===== config.mk =====
export PLATFORM = sky130hd
export DESIGN_NAME = usb_data_buffer
export DESIGN_NICKNAME = d
export VERILOG_FILES = /design/src/rtl/usb_buffer_pkg.sv /design/src/rtl/usb_buffer_mem.sv /design/src/rtl/usb_data_buffer.sv
export SDC_FILE = /design/constraint.sdc
export NUM_CORES = 1
export LEC_CHECK = 0
export ABC_CLOCK_PERIOD_IN_PS = 7100
export BUFFER_PORTS_ARGS = -buffer_cell sky130_fd_sc_hd__buf_4
export CAP_MARGIN = 5
export CORE_MARGIN = 2
export CORE_UTILIZATION = 58
export DETAILED_ROUTE_END_ITERATION = 8
export PLACE_DENSITY = 0.75
export REMOVE_ABC_BUFFERS = 1
export SLEW_MARGIN = 25
export SYNTH_ARGS = -nofsm -noshare
export SYNTH_HDL_FRONTEND = slang
export SYNTH_SLANG_ARGS = --single-unit

===== constraint.sdc =====
create_clock -name clk -period 7.1 [get_ports clk]
set_input_delay 0.71 -clock clk [delete_from_list [all_inputs] [get_ports clk]]
set_output_delay 0.71 -clock clk [all_outputs]
set_load 0.02 [all_outputs]

===== src/rtl/usb_buffer_pkg.sv =====
// Shared types and sizing for the 64-byte USB endpoint data buffer.
package usb_buffer_pkg;

  localparam int BUFFER_DEPTH  = 64;
  localparam int BUFFER_DATA_W = 8;
  localparam int BUFFER_ADDR_W = 6;
  localparam int BUFFER_OCC_W  = 7;

  typedef logic [BUFFER_DATA_W-1:0] buffer_byte_t;

endpackage


===== src/rtl/usb_buffer_mem.sv =====
// Register-array storage for the USB data buffer: one synchronous write port
// and one asynchronous read port.
module usb_buffer_mem #(
  parameter int DEPTH  = 64,
  parameter int DATA_W = 8,
  parameter int ADDR_W = 6
) (
  input  logic              clk,
  input  logic              we,
  input  logic [ADDR_W-1:0] waddr,
  input  logic [DATA_W-1:0] wdata,
  input  logic [ADDR_W-1:0] raddr,
  output logic [DATA_W-1:0] rdata
);

  logic [DATA_W-1:0] mem [DEPTH];

  // NOTE: the array has no reset; validity is tracked by the occupancy
  // counter, so resetting 64 bytes would only add reset fan-out.
  always_ff @(posedge clk) begin
    if (we) mem[waddr] <= wdata;
  end

  assign rdata = mem[raddr];

endmodule


===== src/rtl/usb_data_buffer.sv =====
// Shared first-word-fall-through endpoint FIFO between the AHB slave and the
// USB packet engines. Define USB_BUFFER_ERR_EN to add sticky error flags.
module usb_data_buffer
  import usb_buffer_pkg::*;
#(
  parameter int DEPTH  = BUFFER_DEPTH,
  parameter int DATA_W = BUFFER_DATA_W,
  parameter int ADDR_W = BUFFER_ADDR_W
) (
  input  logic                    clk,
  input  logic                    n_rst,
  input  logic                    clear,
  input  logic                    store_rx_packet_data,
  input  logic [DATA_W-1:0]       rx_packet_data,
  input  logic                    get_rx_data,
  output logic [DATA_W-1:0]       rx_data,
  input  logic                    store_tx_data,
  input  logic [DATA_W-1:0]       tx_data,
  input  logic                    get_tx_packet_data,
  output logic [DATA_W-1:0]       tx_packet_data,
  output logic [BUFFER_OCC_W-1:0] buffer_occupancy,
  output logic                    buffer_empty,
  output logic                    buffer_full
`ifdef USB_BUFFER_ERR_EN
  ,
  output logic                    buffer_overflow,
  output logic                    buffer_underflow,
  output logic                    buffer_collision
`endif
);

  logic [ADDR_W-1:0] wptr, rptr;
  logic [DATA_W-1:0] wbyte, head;
  logic              push_req, pop_req, push_ok, pop_ok;

  assign buffer_empty = (buffer_occupancy == '0);
  assign buffer_full  = (buffer_occupancy == BUFFER_OCC_W'(DEPTH));

  // The RX engine wins a same-cycle store; the slave's byte is dropped.
  assign wbyte    = store_rx_packet_data ? rx_packet_data : tx_data;
  assign push_req = store_rx_packet_data | store_tx_data;
  assign pop_req  = get_rx_data | get_tx_packet_data;

  // A pop frees the head slot, so a push into a full buffer is legal
  // in the same cycle; on empty only the push goes through.
  assign pop_ok  = pop_req & ~clear & ~buffer_empty;
  assign push_ok = push_req & ~clear & (~buffer_full | pop_ok);

  usb_buffer_mem #(
    .DEPTH (DEPTH),
    .DATA_W(DATA_W),
    .ADDR_W(ADDR_W)
  ) u_mem (
    .clk  (clk),
    .we   (push_ok),
    .waddr(wptr),
    .wdata(wbyte),
    .raddr(rptr),
    .rdata(head)
  );

  assign rx_data        = buffer_empty ? '0 : head;
  assign tx_packet_data = buffer_empty ? '0 : head;

  // NOTE: sequential state uses non-blocking assignments so every register
  // samples pre-edge values regardless of statement order.
  always_ff @(posedge clk or negedge n_rst) begin
    if (!n_rst) begin
      wptr             <= '0;
      rptr             <= '0;
      buffer_occupancy <= '0;
    end else if (clear) begin
      wptr             <= '0;
      rptr             <= '0;
      buffer_occupancy <= '0;
    end else begin
      if (push_ok) wptr <= wptr + ADDR_W'(1);
      if (pop_ok)  rptr <= rptr + ADDR_W'(1);
      if (push_ok && !pop_ok)
        buffer_occupancy <= buffer_occupancy + BUFFER_OCC_W'(1);
      else if (pop_ok && !push_ok)
        buffer_occupancy <= buffer_occupancy - BUFFER_OCC_W'(1);
    end
  end

`ifdef USB_BUFFER_ERR_EN
  always_ff @(posedge clk or negedge n_rst) begin
    if (!n_rst) begin
      buffer_overflow  <= 1'b0;
      buffer_underflow <= 1'b0;
      buffer_collision <= 1'b0;
    end else if (clear) begin
      buffer_overflow  <= 1'b0;
      buffer_underflow <= 1'b0;
      buffer_collision <= 1'b0;
    end else begin
      if (push_req && !push_ok)                     buffer_overflow  <= 1'b1;
      if (pop_req && buffer_empty)                  buffer_underflow <= 1'b1;
      if (store_rx_packet_data && store_tx_data)    buffer_collision <= 1'b1;
    end
  end
`endif

endmodule

**Word-level counts from Yosys, hierarchy flattened**

Memory sizes are Yosys's and may differ from the RTL's.
Index checks and enable logic that the tools add are counted.

- Memories: 1
- RAM bits: 512
- Register bits after elaboration: 19
- Logic and storage cells: 38

- Eq/ne operators: 1
- Add/sub/neg operators: 4
- Bitwise gates (word level): 10
- Muxes and demuxes: 11
- Reductions and logical operators: 8

Memories:

| memory | words | bits a word | rd ports | clocked after Yosys merged registers in | write ports | line | RTL |
|---|---|---|---|---|---|---|---|
| u_mem.mem | 64 | 8 | 1 | 0 | 1 | usb_buffer_mem.sv:16 | `logic [DATA_W-1:0] mem [DEPTH];` |

Operators with widths:

| operator | count |
|---|---|
| 6-bit 2-to-1 mux | 4 |
| 7-bit 2-to-1 mux | 3 |
| 8-bit 2-to-1 mux | 2 |
| 6-bit by 1-bit adder with 6-bit output, second input constant | 2 |
| 7-bit by 1-bit adder with 7-bit output, second input constant | 1 |
| 7-bit == test, second input constant | 1 |
| 7-bit zero test | 1 |
| 7-bit by 1-bit subtractor with 7-bit output, second input constant | 1 |
| 1-bit bitwise AND | 4 |
| 2-bit nonzero test | 2 |
| 1-bit NOT | 3 |
| 1-bit OR | 3 |
| 3-bit nonzero test | 1 |
| 1-bit logical AND | 2 |
| 1-bit zero test | 2 |
| 1-bit 2-to-1 mux | 2 |

**Longest topological paths before layout**

Gate-level depths: netlist of run 1.

- Word-level depth: 10
- Depth in mapped cells: 12
- Mapped depth without buffers: 11

**Cells and area by module**

From an unflattened synthesis of run 1, not the netlist that was laid out.

- Cell total of the unflattened synthesis: 1081
- Area total of the unflattened synthesis: 21430.6 um^2

Modules (own cells, without submodules):

| module | area an instance (um^2) | instances | cells an instance |
|---|---|---|---|
| usb_buffer_mem | 20006.7 | 1 | 932 |
| usb_data_buffer | 1423.9 | 1 | 149 |

**Worst setup path before layout of run 1**

No wires, ideal clock.

- Kind: input to register
- From: in store_rx_packet_data
- To: reg buffer_occupancy[6]
- Setup slack: 4.166 ns
- Cell stages on the path: 11
- Arrival time: 2.830 ns
- Setup time: 0.104 ns
- Cells stage by stage: buf_2 > nor2_1 > or2_2 > a21oi_1 > inv_1 > ha_1 > nor2b_1 > o31ai_1 > a21oi_1 > xnor2_1 > o311ai_1

- Word-level cells in the longest chain between the ends: 6
- Elaborated cells between the ends (all ways): 9

Ends and longest elaborated chain:

| item | line | RTL |
|---|---|---|
| from (decl) | usb_data_buffer.sv:13 | `input logic store_rx_packet_data,` |
| 1-bit OR (*) | usb_data_buffer.sv:41 | `assign push_req = store_rx_packet_data \| store_tx_data;` |
| 1-bit bitwise AND (*) (2 in series) | usb_data_buffer.sv:47 | `assign push_ok = push_req & ~clear & (~buffer_full \| pop_ok);` |
| 1-bit logical AND / 1-bit zero test (equally long branches) | usb_data_buffer.sv:79, usb_data_buffer.sv:81 |  |
| 7-bit 2-to-1 mux / 1-bit logical AND (equally long branches) | usb_data_buffer.sv:79, usb_data_buffer.sv:81 |  |
| 7-bit 2-to-1 mux / 3-bit nonzero test (equally long branches) | -- |  |
| to (signal assigned) | usb_data_buffer.sv:80 | `buffer_occupancy <= buffer_occupancy + BUFFER_OCC_W'(1);` |
| to (signal assigned) | usb_data_buffer.sv:82 | `buffer_occupancy <= buffer_occupancy - BUFFER_OCC_W'(1);` |
| to (decl) | usb_data_buffer.sv:21 | `output logic [BUFFER_OCC_W-1:0] buffer_occupancy,` |

Mark *: on every way between the ends. The rest lies on a longest branch, timed or not.
A chain may end at the register's enable or synchronous reset.

**Worst setup path after layout of run 1**

- From: reg rptr[1]
- To: out tx_packet_data[4]

- Word-level cells in the longest chain between the ends: 2

Ends and longest elaborated chain:

| item | line | RTL |
|---|---|---|
| from (decl) | usb_data_buffer.sv:32 | `logic [ADDR_W-1:0] wptr, rptr;` |
| from (signal assigned) | usb_data_buffer.sv:78 | `if (pop_ok) rptr <= rptr + ADDR_W'(1);` |
| memory 64 x 8 bit | -- |  |
| 8-bit 2-to-1 mux | usb_data_buffer.sv:63 | `assign tx_packet_data = buffer_empty ? '0 : head;` |
| to (decl) | usb_data_buffer.sv:20 | `output logic [DATA_W-1:0] tx_packet_data,` |

Every way passes these cells.

==> summary.md, run 1 <==
The most common cell after layout, fill and taps aside was sky130_fd_sc_hd__edfxtp_1. Area share of the largest cell type after synthesis: 72.09%. The cell taking the most area after synthesis was sky130_fd_sc_hd__edfxtp_1. The post-synthesis sequential element count came out at 531. Before antenna repair, the detailed router went through 5 iterations. The worst-path maximum fanout was 66. Setup violations remaining at the end of the flow were counted as 0. The number of nets in the layout is 1152, and the total count of hold-check failures in the final report is 0. The power density over the cells came out at 335.1 nW/µm².

The worst setup path is captured at an output port. The largest stage delay on the critical path is 1090 ps. By area the synthesized netlist is led by sky130_fd_sc_hd__edfxtp_1, sky130_fd_sc_hd__mux4_2, sky130_fd_sc_hd__dfrtp_1. The run gives 36430 µm² as the area of the core. The analysis attributes to net switching a power of 2.092 mW. Summing every instance area after synthesis gives 21330 µm². The number of global-route vias before repair came out at 10.65k. Data on the critical path arrives at its endpoint at 4090 ps. The number of antenna violations at the first check in global routing came out at 0.

The run finished with clean final reports. Once the floorplan was initialized, standard cells occupied 58.54% of the core. For this run, the share of the core covered by cells in the final layout is 64.99%.

The number of antenna diodes is 0, and the average instance area after synthesis is 19.90 µm². In the final routed layout, each cell accounts on average for 28.19 µm. The fraction of synthesis flops using an asynchronous set or reset pin works out to 3.578%. Summed over all layers, the global routing overflow is 0. Summing the sequential cell areas from Yosys gives 74.32% of the chip area.

The minimum clock period after layout works out to 4800 ps. Headroom to the max-slew limit came out at 29.51%. Clock root buffer: sky130_fd_sc_hd__clkbuf_16. Of the total power, the share spent switching nets is 26.37%. The cell occurring most often along the worst timing path is sky130_fd_sc_hd__buf_4. The placed cell area was 21970 µm²; the cell depth of the worst setup path was 6. The die is 195.8 µm wide. The clock skew is 15.67 ps, and the depth of the worst register-to-register path is 11.

For this run, the total global-route usage over all layers was measured as 24.72%. First-pass GRT wire length: 69120 µm. The tools report the type of element launching the critical path as a flop.

The buffer count from post-CTS setup fixing is 0, and the setup TNS is 0 ps. Deepest clock path buffer count: 3. Die outline height: 195.8 µm. The worst hold path belongs to the class in2async.

Setup repair after global routing left no endpoint under its margin. In this run the register-to-register setup slack is 3740 ps. TritonCTS built the clock tree.

For this run, the top clock speed supported by timing is 208.3 MHz. The routed layout has 10.72k vias. For the data required time of the worst path, the log shows 6390 ps. The logic gate share of total power is 19.4%. The number of hold-repair buffers added at the cts stage was 0; the H-tree depth was 2. The number of buffers and inverters on the critical path is 2, and the DRC violations left is 0.

The post-route netlist has 23.83% of its cells at a drive strength greater than 1. The number of DRC markers after the initial detailed-route iteration was 1223. The final layout contains routed wiring with a total length of 45840 µm. Buffers inserted during clock tree synthesis total 53.

The internal power of the cells totals 5.842 mW. The analysis attributes to cell leakage a power of 7.633 nW. The top cell types in the final layout, fill and taps aside, are sky130_fd_sc_hd__edfxtp_1, sky130_fd_sc_hd__mux4_2, sky130_fd_sc_hd__nor2_1, sky130_fd_sc_hd__buf_4, sky130_fd_sc_hd__clkbuf_16. Clock latency on the worst-skew pair, taken at its later pin, is 570 ps.

The count of final max-slew check failures is 0. IR analysis of the VDD net gives a maximum drop of 0.0002931 V. The kind of cell with the highest combined delay along the critical path is flip-flops. Routability-driven placement finished with a final weighted congestion of 0.8527. The critical path goes through buf_4 > mux4_2 > mux2i_1 > a2111oi_0 > a21o_1 > buf_4. The number of buffers inserted by port buffering is 47, and the number of antenna-violating nets in the routed design is 0. The clock net sink count is 531, and the transition time of the tightest slew-check pin is 1053 ps. In this run, post-CTS repair resized a total of 0 instances. The post-detailed-route via-to-cell ratio is 6.595, and the growth of design area from synthesis to finish is 11.02%.

The final hold slack is 12.81 ps, and the final instance area is 23680 µm². The slowest stage of the critical path belongs to the cell sky130_fd_sc_hd__dfrtp_4. The clock transition at the registers of the reported paths works out to 60 ps. Of the available clock period, the critical path in the final layout requires 67.60%.

Synthesis produced a netlist whose cell count is 1072. The tools report the die footprint as 38320 µm². The synthesized design contains 512 enable-type register cells. In this run the count of I/O pins placed on the die edge is 48. For the floorplan row count, the log shows 70. The worst setup path is of the reg2out kind. The fraction of power consumed by the clock network came out at 34.4%. The logs give 0 for the number of maximum-capacitance violations and 60 for the post-synthesis cell type count. The Yosys step of the flow raised 0 warnings. Prevailing post-synth register cell: sky130_fd_sc_hd__edfxtp_1. Final HPWL from detailed placement: 27600 µm. Entering global routing, the biggest net connects 70 pins. For the part of the power in registers, the log shows 46.1%.
## Yosys cell counts, drive strengths merged (3+ instances only)
library cell  count
a21oi            19
nand3b            4
o21ai            16
nand4             4
nand2b            6
nand2            41
o22ai             8
and3              4
dfrtp            19
xnor2             4
nand3            10
a311oi            3
a22o              5
mux2i            30
xor2              7
clkbuf           24
mux4            128
mux2             12
o31ai             4
a221oi           10
nor3              6
nor2             92
nor2b            10
ha                8
a21o              3
inv               6
o221ai            7
a2111oi           3
edfxtp          512
buf              41
## power groups by stage
stage	registers, mW	logic, mW	clock network [mW]
3_3_place_gp	3.73	1.52	0
6_report	3.66	1.54	2.73
2_1_floorplan	3.79	1.06	0
5_1_grt	3.68	1.64	2.89
4_1_cts	3.66	1.55	2.76
3_5_place_dp	3.73	1.54	0
## worst reg2reg max path, stage by stage (launching register included)
cell and delay [ps]:
sky130_fd_sc_hd__dfrtp_1 430, sky130_fd_sc_hd__nor4_2 410, sky130_fd_sc_hd__nand2_1 420, sky130_fd_sc_hd__a21oi_1 440, sky130_fd_sc_hd__inv_1 230, sky130_fd_sc_hd__ha_1 360
sky130_fd_sc_hd__nor2b_1 170, sky130_fd_sc_hd__o31ai_1 280, sky130_fd_sc_hd__a21oi_1 140, sky130_fd_sc_hd__xnor2_1 190, sky130_fd_sc_hd__nand3_1 100, sky130_fd_sc_hd__o311ai_1 110
## final timing paths
check,from,endpoint
worst min-delay path,n_rst,buffer_occupancy[2]
min in group clk,clear,wptr[2]
worst max-delay path,rptr[1],tx_packet_data[4]
worst min register to register,buffer_occupancy[3],buffer_occupancy[3]
max in group asynchronous,n_rst,rptr[0]
worst max register to register,buffer_occupancy[0],buffer_occupancy[6]
## final cells by class
type	instances	area (µm²)
multi-input combinational	470	5062
timing repair buffer	58	447.9
sequential	531	15860
clock buffer	62	1403
tap	468	585.6
inverter	6	22.52
clock inverter	31	297.8
fill	2354	12760
## flip-flops by register name, indices dropped and copies added (netlist names)
register,count
u_mem.mem,512
wptr,6
buffer_occupancy,7
rptr,6
## cell families (layout without fill, tap and decap cells)
logic type	count (synthesis)	in the layout	synth area share (%)
AND/OR/NAND/NOR	186	186	3.901
flip-flops	531	531	74.32
buffers and inverters	71	157	2.030
AO/OA/AOI/OAI	94	94	3.056
XOR/XNOR	11	11	0.4517
multiplexers	170	170	15.68
adder cells (fa/ha/maj)	9	9	0.5632
## metal layers
layer	up-vias	routed length (µm)	GRT usage, %
li1	4481	-	-
met3	67	4289	4.659
met5	-	0	0
met1	5573	18540	36.58
met2	603	22090	38.93
met4	0	921	6.285
## through the flow
stage | power, mW | std cells | setup slack, ps
detailed placement | 5.272 | 1533 | 2954
global route | 8.209 | 1626 | 2155
floorplan | 4.853 | 1007 | -358.0
finish | 7.934 | 1626 | 2300
global placement | 5.246 | 1533 | 2984
CTS | 7.977 | 1626 | 2393
No activity file was read; power rests on OpenSTA's default activity.
==> run 2: changes to the inputs <==
- ABC_AREA: unset -> 1
- ABC_CLOCK_PERIOD_IN_PS: 7100 -> 4600
- clock period: 7.1 -> 4.6 ns (I/O delays scaled with it)
==> summary.md, run 2 <==
The run finished with clean final reports. The clock root buffer is sky130_fd_sc_hd__clkbuf_16 (unchanged). The largest vdd supply drop was 0.0005721 V (was 0.0002931 V); the cell leakage power was 9.926 nW (was 7.633 nW).

The global route total overflow was 0 (unchanged); the pre-CTS setup slack was 1341 ps (was 2954 ps). The number of hold-repair buffers added at the cts stage is 1 (was 0). For the deepest clock path buffer count, the log shows 3 (unchanged). The DRC violations left was 0 (unchanged); the number of nets in the layout was 2230 (was 1152). The prevailing post-synth register cell was sky130_fd_sc_hd__edfxtp_1 (unchanged). The number of antenna violations at the first check in global routing came out at 0 (unchanged). The type of element launching the critical path was a flop (unchanged).

The tools report the clock skew as 14.66 ps (was 15.67 ps). The cell occurring most often along the worst timing path was sky130_fd_sc_hd__nand2_1 (was sky130_fd_sc_hd__buf_4). The cell taking the most area after synthesis is sky130_fd_sc_hd__edfxtp_1 (unchanged). Buffer count from post-CTS setup fixing: 0 (unchanged). The multi-input logic area was 5842 µm² (was 5062 µm²).

Worst path setup slack after routing: 557.0 ps (was 2300 ps). The first-pass GRT wire length was 91170 µm (was 69120 µm). The number of flops mapped to enable cells by yosys works out to 512 (unchanged). Worst setup path category: reg2out (unchanged). Fraction of synthesis flops using an asynchronous set or reset pin: 3.578% (unchanged).

The synthesized cell area was 22970 µm² (was 21330 µm²); the number of flip-flops under the largest register name was 512 (unchanged). The die outline width was 203 µm (was 195.8 µm). Clock transition at the registers of the reported paths: 60 ps (about the same).

The count of boundary I/O pins was 48 (unchanged); the fraction of power consumed by the clock network was 30.9% (was 34.4%). The power density over the cells was 533.0 nW/µm² (was 335.1 nW/µm²). Highest-count cells in the layout ignoring fill and taps: sky130_fd_sc_hd__nand2_1, sky130_fd_sc_hd__edfxtp_1, sky130_fd_sc_hd__nor2_1, sky130_fd_sc_hd__nand3_1, sky130_fd_sc_hd__inv_1 (was sky130_fd_sc_hd__edfxtp_1, sky130_fd_sc_hd__mux4_2, sky130_fd_sc_hd__nor2_1, sky130_fd_sc_hd__buf_4, sky130_fd_sc_hd__clkbuf_16). The logs give 3580 ps (was 4090 ps) for the worst endpoint data arrival time and 40.6% (was 46.1%) for the part of the power in registers. The tools report the area of all sequential standard cells as 15860 µm² (about the same). The top cell family by delay on the critical path is simple AND/OR/NAND/NOR gates (was flip-flops). For the final HPWL from detailed placement, the log shows 35320 µm (was 27600 µm). Number of antenna-violating nets in the routed design: 0 (unchanged).

The area share of the largest cell type after synthesis is 66.94% (was 72.09%). Slowest library cell on the worst path: sky130_fd_sc_hd__clkinv_1 (was sky130_fd_sc_hd__dfrtp_4). The run gives 29.87% (was 29.51%) as the worst slew margin relative to its limit.

The run gives 0 (unchanged) as the number of setup violations in the final report. The logs give 2851 (was 2354) for the filler cell count and 0 (unchanged) for the yosys synthesis warning count. The transition time of the tightest slew-check pin came out at 1052 ps (was 1053 ps). The run gives 0 (unchanged) as the total count of hold-check failures in the final report. The post-route clock period utilization is 87.89%, and the logic gate share of total power is 28.5% (was 19.4%). The initial standard-cell utilization of the core was 59.16% (was 58.54%). Setup repair after global routing left no endpoint under its margin. The H-tree depth was 2 (unchanged); the number of buffers and inverters on the critical path was 2 (unchanged). The nature of the critical path endpoint is an output port (unchanged).

The tools report the count of final max-slew check failures as 0 (unchanged). Commonest cells in the synthesized netlist: sky130_fd_sc_hd__nand2_1, sky130_fd_sc_hd__edfxtp_1, sky130_fd_sc_hd__nor2_1, sky130_fd_sc_hd__nand3_1, sky130_fd_sc_hd__inv_1 (was sky130_fd_sc_hd__edfxtp_1, sky130_fd_sc_hd__mux4_2, sky130_fd_sc_hd__nor2_1, sky130_fd_sc_hd__nand2_1, sky130_fd_sc_hd__mux2i_1). The run gives 0 (unchanged) as the number of maximum-capacitance violations.

The fraction of power spent switching nets was 34.10% (was 26.37%). Largest cells by area after synthesis: sky130_fd_sc_hd__edfxtp_1, sky130_fd_sc_hd__nand2_1, sky130_fd_sc_hd__nor2_1 (was sky130_fd_sc_hd__edfxtp_1, sky130_fd_sc_hd__mux4_2, sky130_fd_sc_hd__dfrtp_1). The run gives 7 (was 5) as the first-pass iteration count of the detailed router. Routability congestion estimate from global placement: 0.9060 (was 0.8527).

The path type of the worst min-delay path was in2reg (was in2async). The logs give 31 (was 60) for the post-synthesis cell type count and 155 (was 70) for the largest net degree at the start of global routing. The average instance area after synthesis is 10.50 µm² (was 19.90 µm²). The run gives 2188 (was 1072) as the synthesized netlist cell count. Regs by FF count: u_mem.mem: 512 flops, buffer_occupancy: 7 flops (unchanged).

The final hold slack is 191.1 ps (was 12.81 ps). The most common cell after layout, fill and taps aside is sky130_fd_sc_hd__nand2_1 (was sky130_fd_sc_hd__edfxtp_1). Post-detailed-route wirelength per cell: 21.75 µm (was 28.19 µm). The number of buffers inserted by port buffering is 47 (unchanged), and the count of instances resized after the clock tree is built is 0 (unchanged). The worst-path maximum fanout came out at 18 (was 66). The net load switching power is 4.601 mW (was 2.092 mW).

Crit path cell chain: nand2_1 > clkinv_1 > nand2_1 > nand2_1 > nor2_1 > nand2_1 > nand3_1 > a21oi_1 > buf_4 (was buf_4 > mux4_2 > mux2i_1 > a2111oi_0 > a21o_1 > buf_4). TritonCTS built the clock tree. The growth of design area from synthesis to finish was 10.19% (was 11.02%). The total via count in the routed design came out at 16.19k (was 10.72k). The proportion of synthesized chip area in sequential cells is 69.01% (was 74.32%).

For the number of antenna diodes, the log shows 0 (unchanged). Die footprint: 41210 µm² (was 38320 µm²). The post-synthesis sequential element count was 531 (unchanged); the all-layer global routing usage was 29.47% (was 24.72%).

The layout cell share with drive strength beyond 1 works out to 7.954% (was 23.83%). Derived from the worst setup path, the maximum achievable clock frequency is 247.3 MHz. The number of global-route vias before repair is 15.67k (was 10.65k), and the largest stage delay on the critical path is 730 ps (was 1090 ps).

For the wire length reported by the detailed router, the log shows 59950 µm (was 45840 µm). The die outline height is 203 µm (was 195.8 µm). Most repeated cell in the gate-level netlist after synthesis: sky130_fd_sc_hd__nand2_1 (was sky130_fd_sc_hd__edfxtp_1).

Data required time of the worst path: 4140 ps (was 6390 ps). The share of the core filled with cells in the final layout was 65.18% (was 64.99%). The clock net sink count was 531 (unchanged); the post-detailed-route via-to-cell ratio was 5.873 (was 6.595).

The logs give 52 (was 53) for the CTS buffer count and 0 ps (unchanged) for the setup TNS. The number of DRC markers after the initial detailed-route iteration came out at 2358 (was 1223). The minimum clock period after layout is 4043 ps, and the overall power of the completed layout is 13.49 mW (was 7.934 mW). The tools report the clock latency at the later pin of the worst-skew pair as 600 ps (was 570 ps).

Top register by number of flip-flops: u_mem.mem (unchanged). The run gives 8.889 mW (was 5.842 mW) as the cell-internal power. The area of the core is 38830 µm² (was 36430 µm²).

The tools report the floorplan row count as 72 (was 70).
[run 2: path summary, 6_finish.rpt]
check / slack (ps) / startpoint / endpoint / depth (start not counted)
hold / removal: 190 / clear / buffer_occupancy[6] / 4
setup / recovery: 560 / rptr[2] / rx_data[6] / 9
min in group asynchronous: 310 / n_rst / buffer_occupancy[6] / 2
max in group asynchronous: 4020 / n_rst / rptr[0] / 2
hold reg to reg: 560 / buffer_occupancy[6] / buffer_occupancy[6] / 2
setup reg to reg: 1400 / buffer_occupancy[0] / u_mem.mem[13][5] / 10
[run 2: per-layer routing]
layer / wire length, µm / vias up / track usage, % / share of wire [%]
li1: - / 7291 / - / -
met1: 22790 / 7685 / 40.12 / 38
met3: 6571 / 177 / 6.228 / 11
met2: 27800 / 1033 / 45.89 / 46
met4: 2785 / 0 / 13.82 / 4.6
met5: 0 / - / 0 / 0
[run 2: metrics by stage]
| step | area, µm² | instances |
|---|---|---|
| 5_1_grt | 25310 | 2756 |
| 6_report | 25310 | 2756 |
| 3_3_place_gp | 23650 | 2661 |
| 2_1_floorplan | 22420 | 2074 |
| 3_5_place_dp | 23650 | 2661 |
| 4_1_cts | 25310 | 2756 |
[run 2: worst min-delay path: cells and delay by family]
| kind | cells | cell delay (ps) |
|---|---|---|
| buffers and inverters | 1 | 110 |
| AO/OA/AOI/OAI | 1 | 40 |
| AND/OR/NAND/NOR | 2 | 130 |
[run 2: power by group through the flow]
stage          clock (mW)  sequential [mW]  combinational (mW)
2_1_floorplan           0             5.87                2.23
3_3_place_gp            0             5.58                3.67
3_5_place_dp            0             5.58                3.74
4_1_cts              4.17             5.48                3.78
5_1_grt              4.35             5.49                4.18
6_report             4.16             5.48                3.84
[run 2: area by class of cell]
type | count | area share (%)
clock buffers | 68 | 5.621
flip-flops and latches | 531 | 62.66
well taps | 518 | 2.561
repair buffers | 70 | 2.284
clock inverters | 26 | 0.8651
multi-input cells | 1347 | 23.08
inverters | 196 | 2.932
[run 2: cell families after synthesis]
| kind of cell | Yosys count | share of synthesized area [%] |
|---|---|---|
| multiplexers | 8 | 0.3922 |
| AO/OA/AOI/OAI | 163 | 3.737 |
| AND/OR/NAND/NOR | 1161 | 20.54 |
| adder cells (fa/ha/maj) | 9 | 0.5230 |
| XOR/XNOR | 6 | 0.2288 |
| flip-flops | 531 | 69.01 |
| buffers and inverters | 310 | 5.573 |
==> run 3: changes to the inputs <==
- BUFFER_PORTS_ARGS: -buffer_cell sky130_fd_sc_hd__buf_4 -> -buffer_cell sky130_fd_sc_hd__buf_2
==> summary.md, run 3 (synthesized netlist as in run 2, its figures left out) <==
The post-detailed-route via-to-cell ratio was 5.697 (was 5.873); the worst-path maximum fanout was 92 (was 18). The clock latency at the later pin of the worst-skew pair is 590 ps (was 600 ps). The number of antenna-violating nets in the routed design is 0 (unchanged), and the minimum clock period after layout is 4081 ps (was 4043 ps).

The tools report the type of element launching the critical path as a flop (unchanged). The power density over the cells was 523.7 nW/µm² (was 533.0 nW/µm²). The clock root buffer was sky130_fd_sc_hd__clkbuf_16 (unchanged).

The top register by number of flip-flops is u_mem.mem (unchanged). The multi-input logic area was 5847 µm² (was 5842 µm²). Highest-count cells in the layout ignoring fill and taps: sky130_fd_sc_hd__nand2_1, sky130_fd_sc_hd__edfxtp_1, sky130_fd_sc_hd__nor2_1, sky130_fd_sc_hd__nand3_1, sky130_fd_sc_hd__inv_1 (unchanged). The total count of hold-check failures in the final report was 0 (unchanged). The placed cell area was 23550 µm² (was 23650 µm²). The run gives 1192 ps (was 1341 ps) as the pre-CTS setup slack. The number of buffers inserted by port buffering is 47 (unchanged), and the number of antenna violations at the first check in global routing is 0 (unchanged). The run gives 0 (unchanged) as the number of maximum-capacitance violations. Routability congestion estimate from global placement: 0.9408 (was 0.9060).

The post-route clock period utilization was 88.72% (was 87.89%); the H-tree depth was 2 (unchanged). The logs give 2662 (was 2661) for the number of cells after detailed placement and 15.70k (was 16.19k) for the total via count in the routed design. The post-detailed-route wirelength per cell is 20.39 µm (was 21.75 µm).

The floorplan row count is 72 (unchanged), and the CTS buffer count is 52 (unchanged). The layout cell share with drive strength beyond 1 was 7.819% (was 7.954%). The largest vdd supply drop came out at 0.0006780 V (was 0.0005721 V).

Clock transition at the registers of the reported paths: 60 ps (about the same). The logs give 15.35k (was 15.67k) for the number of global-route vias before repair and 0 (unchanged) for the DRC violations left. The run gives 27.11% (was 29.87%) as the worst slew margin relative to its limit. The count of final max-slew check failures came out at 0 (unchanged).

The logs give 0 (unchanged) for the global route total overflow and 59.16% (unchanged) for the initial standard-cell utilization of the core. Growth of design area from synthesis to finish: 9.751% (was 10.19%). The final HPWL from detailed placement came out at 32940 µm (was 35320 µm). Cell leakage power: 9.897 nW (was 9.926 nW). The data required time of the worst path was 4140 ps (about the same).

The run gives 86210 µm (was 91170 µm) as the first-pass GRT wire length. Deepest clock path buffer count: 3 (unchanged). The tools report the nature of the critical path endpoint as an output port (unchanged).

TritonCTS built the clock tree. The number of flip-flops under the largest register name is 512 (unchanged), and the first-pass iteration count of the detailed router is 5 (was 7). Die outline width: 203 µm (unchanged).

The count of boundary I/O pins is 48 (unchanged). The run gives 2886 (was 2851) as the filler cell count. The count of instances resized after the clock tree is built was 0 (unchanged); the wire length reported by the detailed router was 56210 µm (was 59950 µm). The run gives 245.0 MHz (was 247.3 MHz) as the top achievable clock speed.

The run finished with clean final reports. The largest net degree at the start of global routing came out at 190 (was 155). The number of nets in the layout is 2232 (was 2230). The tools report the all-layer global routing usage as 27.69% (was 29.47%). The most common cell after layout, fill and taps aside is sky130_fd_sc_hd__nand2_1 (unchanged). Path type of the worst min-delay path: in2reg (unchanged). The setup TNS was 0 ps (unchanged). Setup repair after global routing left no endpoint under its margin. The transition time of the tightest slew-check pin is 1089 ps (was 1052 ps), and the worst path setup slack after routing is 519.0 ps (was 557.0 ps). The logs give 3620 ps (was 3580 ps) for the worst endpoint data arrival time and 17.44 ps (was 14.66 ps) for the clock skew. The logs give 1781 (was 2358) for the number of DRC markers after the initial detailed-route iteration and 0 (unchanged) for the number of setup violations in the final report.

Regs by FF count: u_mem.mem: 512 flops, buffer_occupancy: 7 flops (unchanged). The number of antenna diodes was 0 (unchanged); the die outline height was 203 µm (unchanged). The tools report the area of all sequential standard cells as 15860 µm² (unchanged). The area of the core was 38830 µm² (unchanged). The final instance area was 25210 µm² (was 25310 µm²); the die footprint was 41210 µm² (unchanged).

For the number of standard cells in the final layout excluding fillers, the log shows 2756 (unchanged). The clock net sink count was 531 (unchanged). The worst setup path category is reg2out (unchanged).
run 3: cell count changes in the layout (fill, tap and decap cells not counted), sizes merged:
| cell | before | now |
|---|---|---|
| buf | 69 | 71 |
| bufinv | 4 | 5 |
| clkbuf | 68 | 60 |
| clkinv | 26 | 31 |
run 3: worst max-delay path, stage by stage (launching register included):
cell and delay [ps]:
sky130_fd_sc_hd__dfrtp_4 650, sky130_fd_sc_hd__inv_6 560, sky130_fd_sc_hd__buf_4 480, sky130_fd_sc_hd__nand2_1 90
sky130_fd_sc_hd__nand2_1 70, sky130_fd_sc_hd__nand2_1 60, sky130_fd_sc_hd__nand2_1 90, sky130_fd_sc_hd__nand2_1 50
sky130_fd_sc_hd__nand2_1 60, sky130_fd_sc_hd__nor2_1 100, sky130_fd_sc_hd__nand2_1 70, sky130_fd_sc_hd__nand3_1 70
sky130_fd_sc_hd__a21oi_1 330, sky130_fd_sc_hd__buf_2 240
run 3: cell type report:
class                      instances  area share (%)
timing repair buffer              72           1.966
inverter                         196           2.943
multi-input combinational       1347           23.19
sequential                       531           62.91
clock inverter                    32           1.052
tap                              518           2.571
clock buffer                      60           5.366
run 3: repair_timing:
| item | in CTS | in global routing |
|---|---|---|
| endpoints found under the hold margin | 19 | 0 |
| hold buffers | 1 | 0 |
| buffers inserted | 0 | 0 |
run 3: worst paths after layout:
check | from | cells past startpoint | to | slack, ps
worst max-delay path | rptr[0] | 13 | tx_packet_data[1] | 520
worst min-delay path | clear | 4 | wptr[4] | 220
worst max register to register | buffer_occupancy[0] | 10 | u_mem.mem[58][2] | 1210
worst min register to register | buffer_occupancy[6] | 2 | buffer_occupancy[6] | 540
max in group asynchronous | n_rst | 2 | rptr[0] | 3880
min in group asynchronous | n_rst | 2 | buffer_occupancy[0] | 360
run 3: routing by layer:
metal | up-vias | global-route usage (%) | part of all wire, %
met4 | 0 | 12.62 | 4.0
met2 | 827 | 44.15 | 47
met5 | - | 0 | 0
met1 | 7434 | 37.33 | 39
li1 | 7287 | - | -
met3 | 152 | 5.217 | 10
run 3: through the flow:
step	hold slack [ps]	utilization [%]	power, mW
after detailed placement	433.9	60.65	9.100
after floorplan	164.4	-	8.095
after global placement	435.9	60.65	9.030
after CTS	206.6	64.84	13.18
after global routing	257.9	64.92	13.76
final	221.5	64.92	13.20
run 3: power by group:
group | switching (mW) | leakage, nW | internal [mW]
combinational | 2.57 | 4.24 | 1.00
sequential | 0.0941 | 4.85 | 5.41
clock | 1.75 | 0.800 | 2.36
total | 4.42 | 9.90 | 8.78
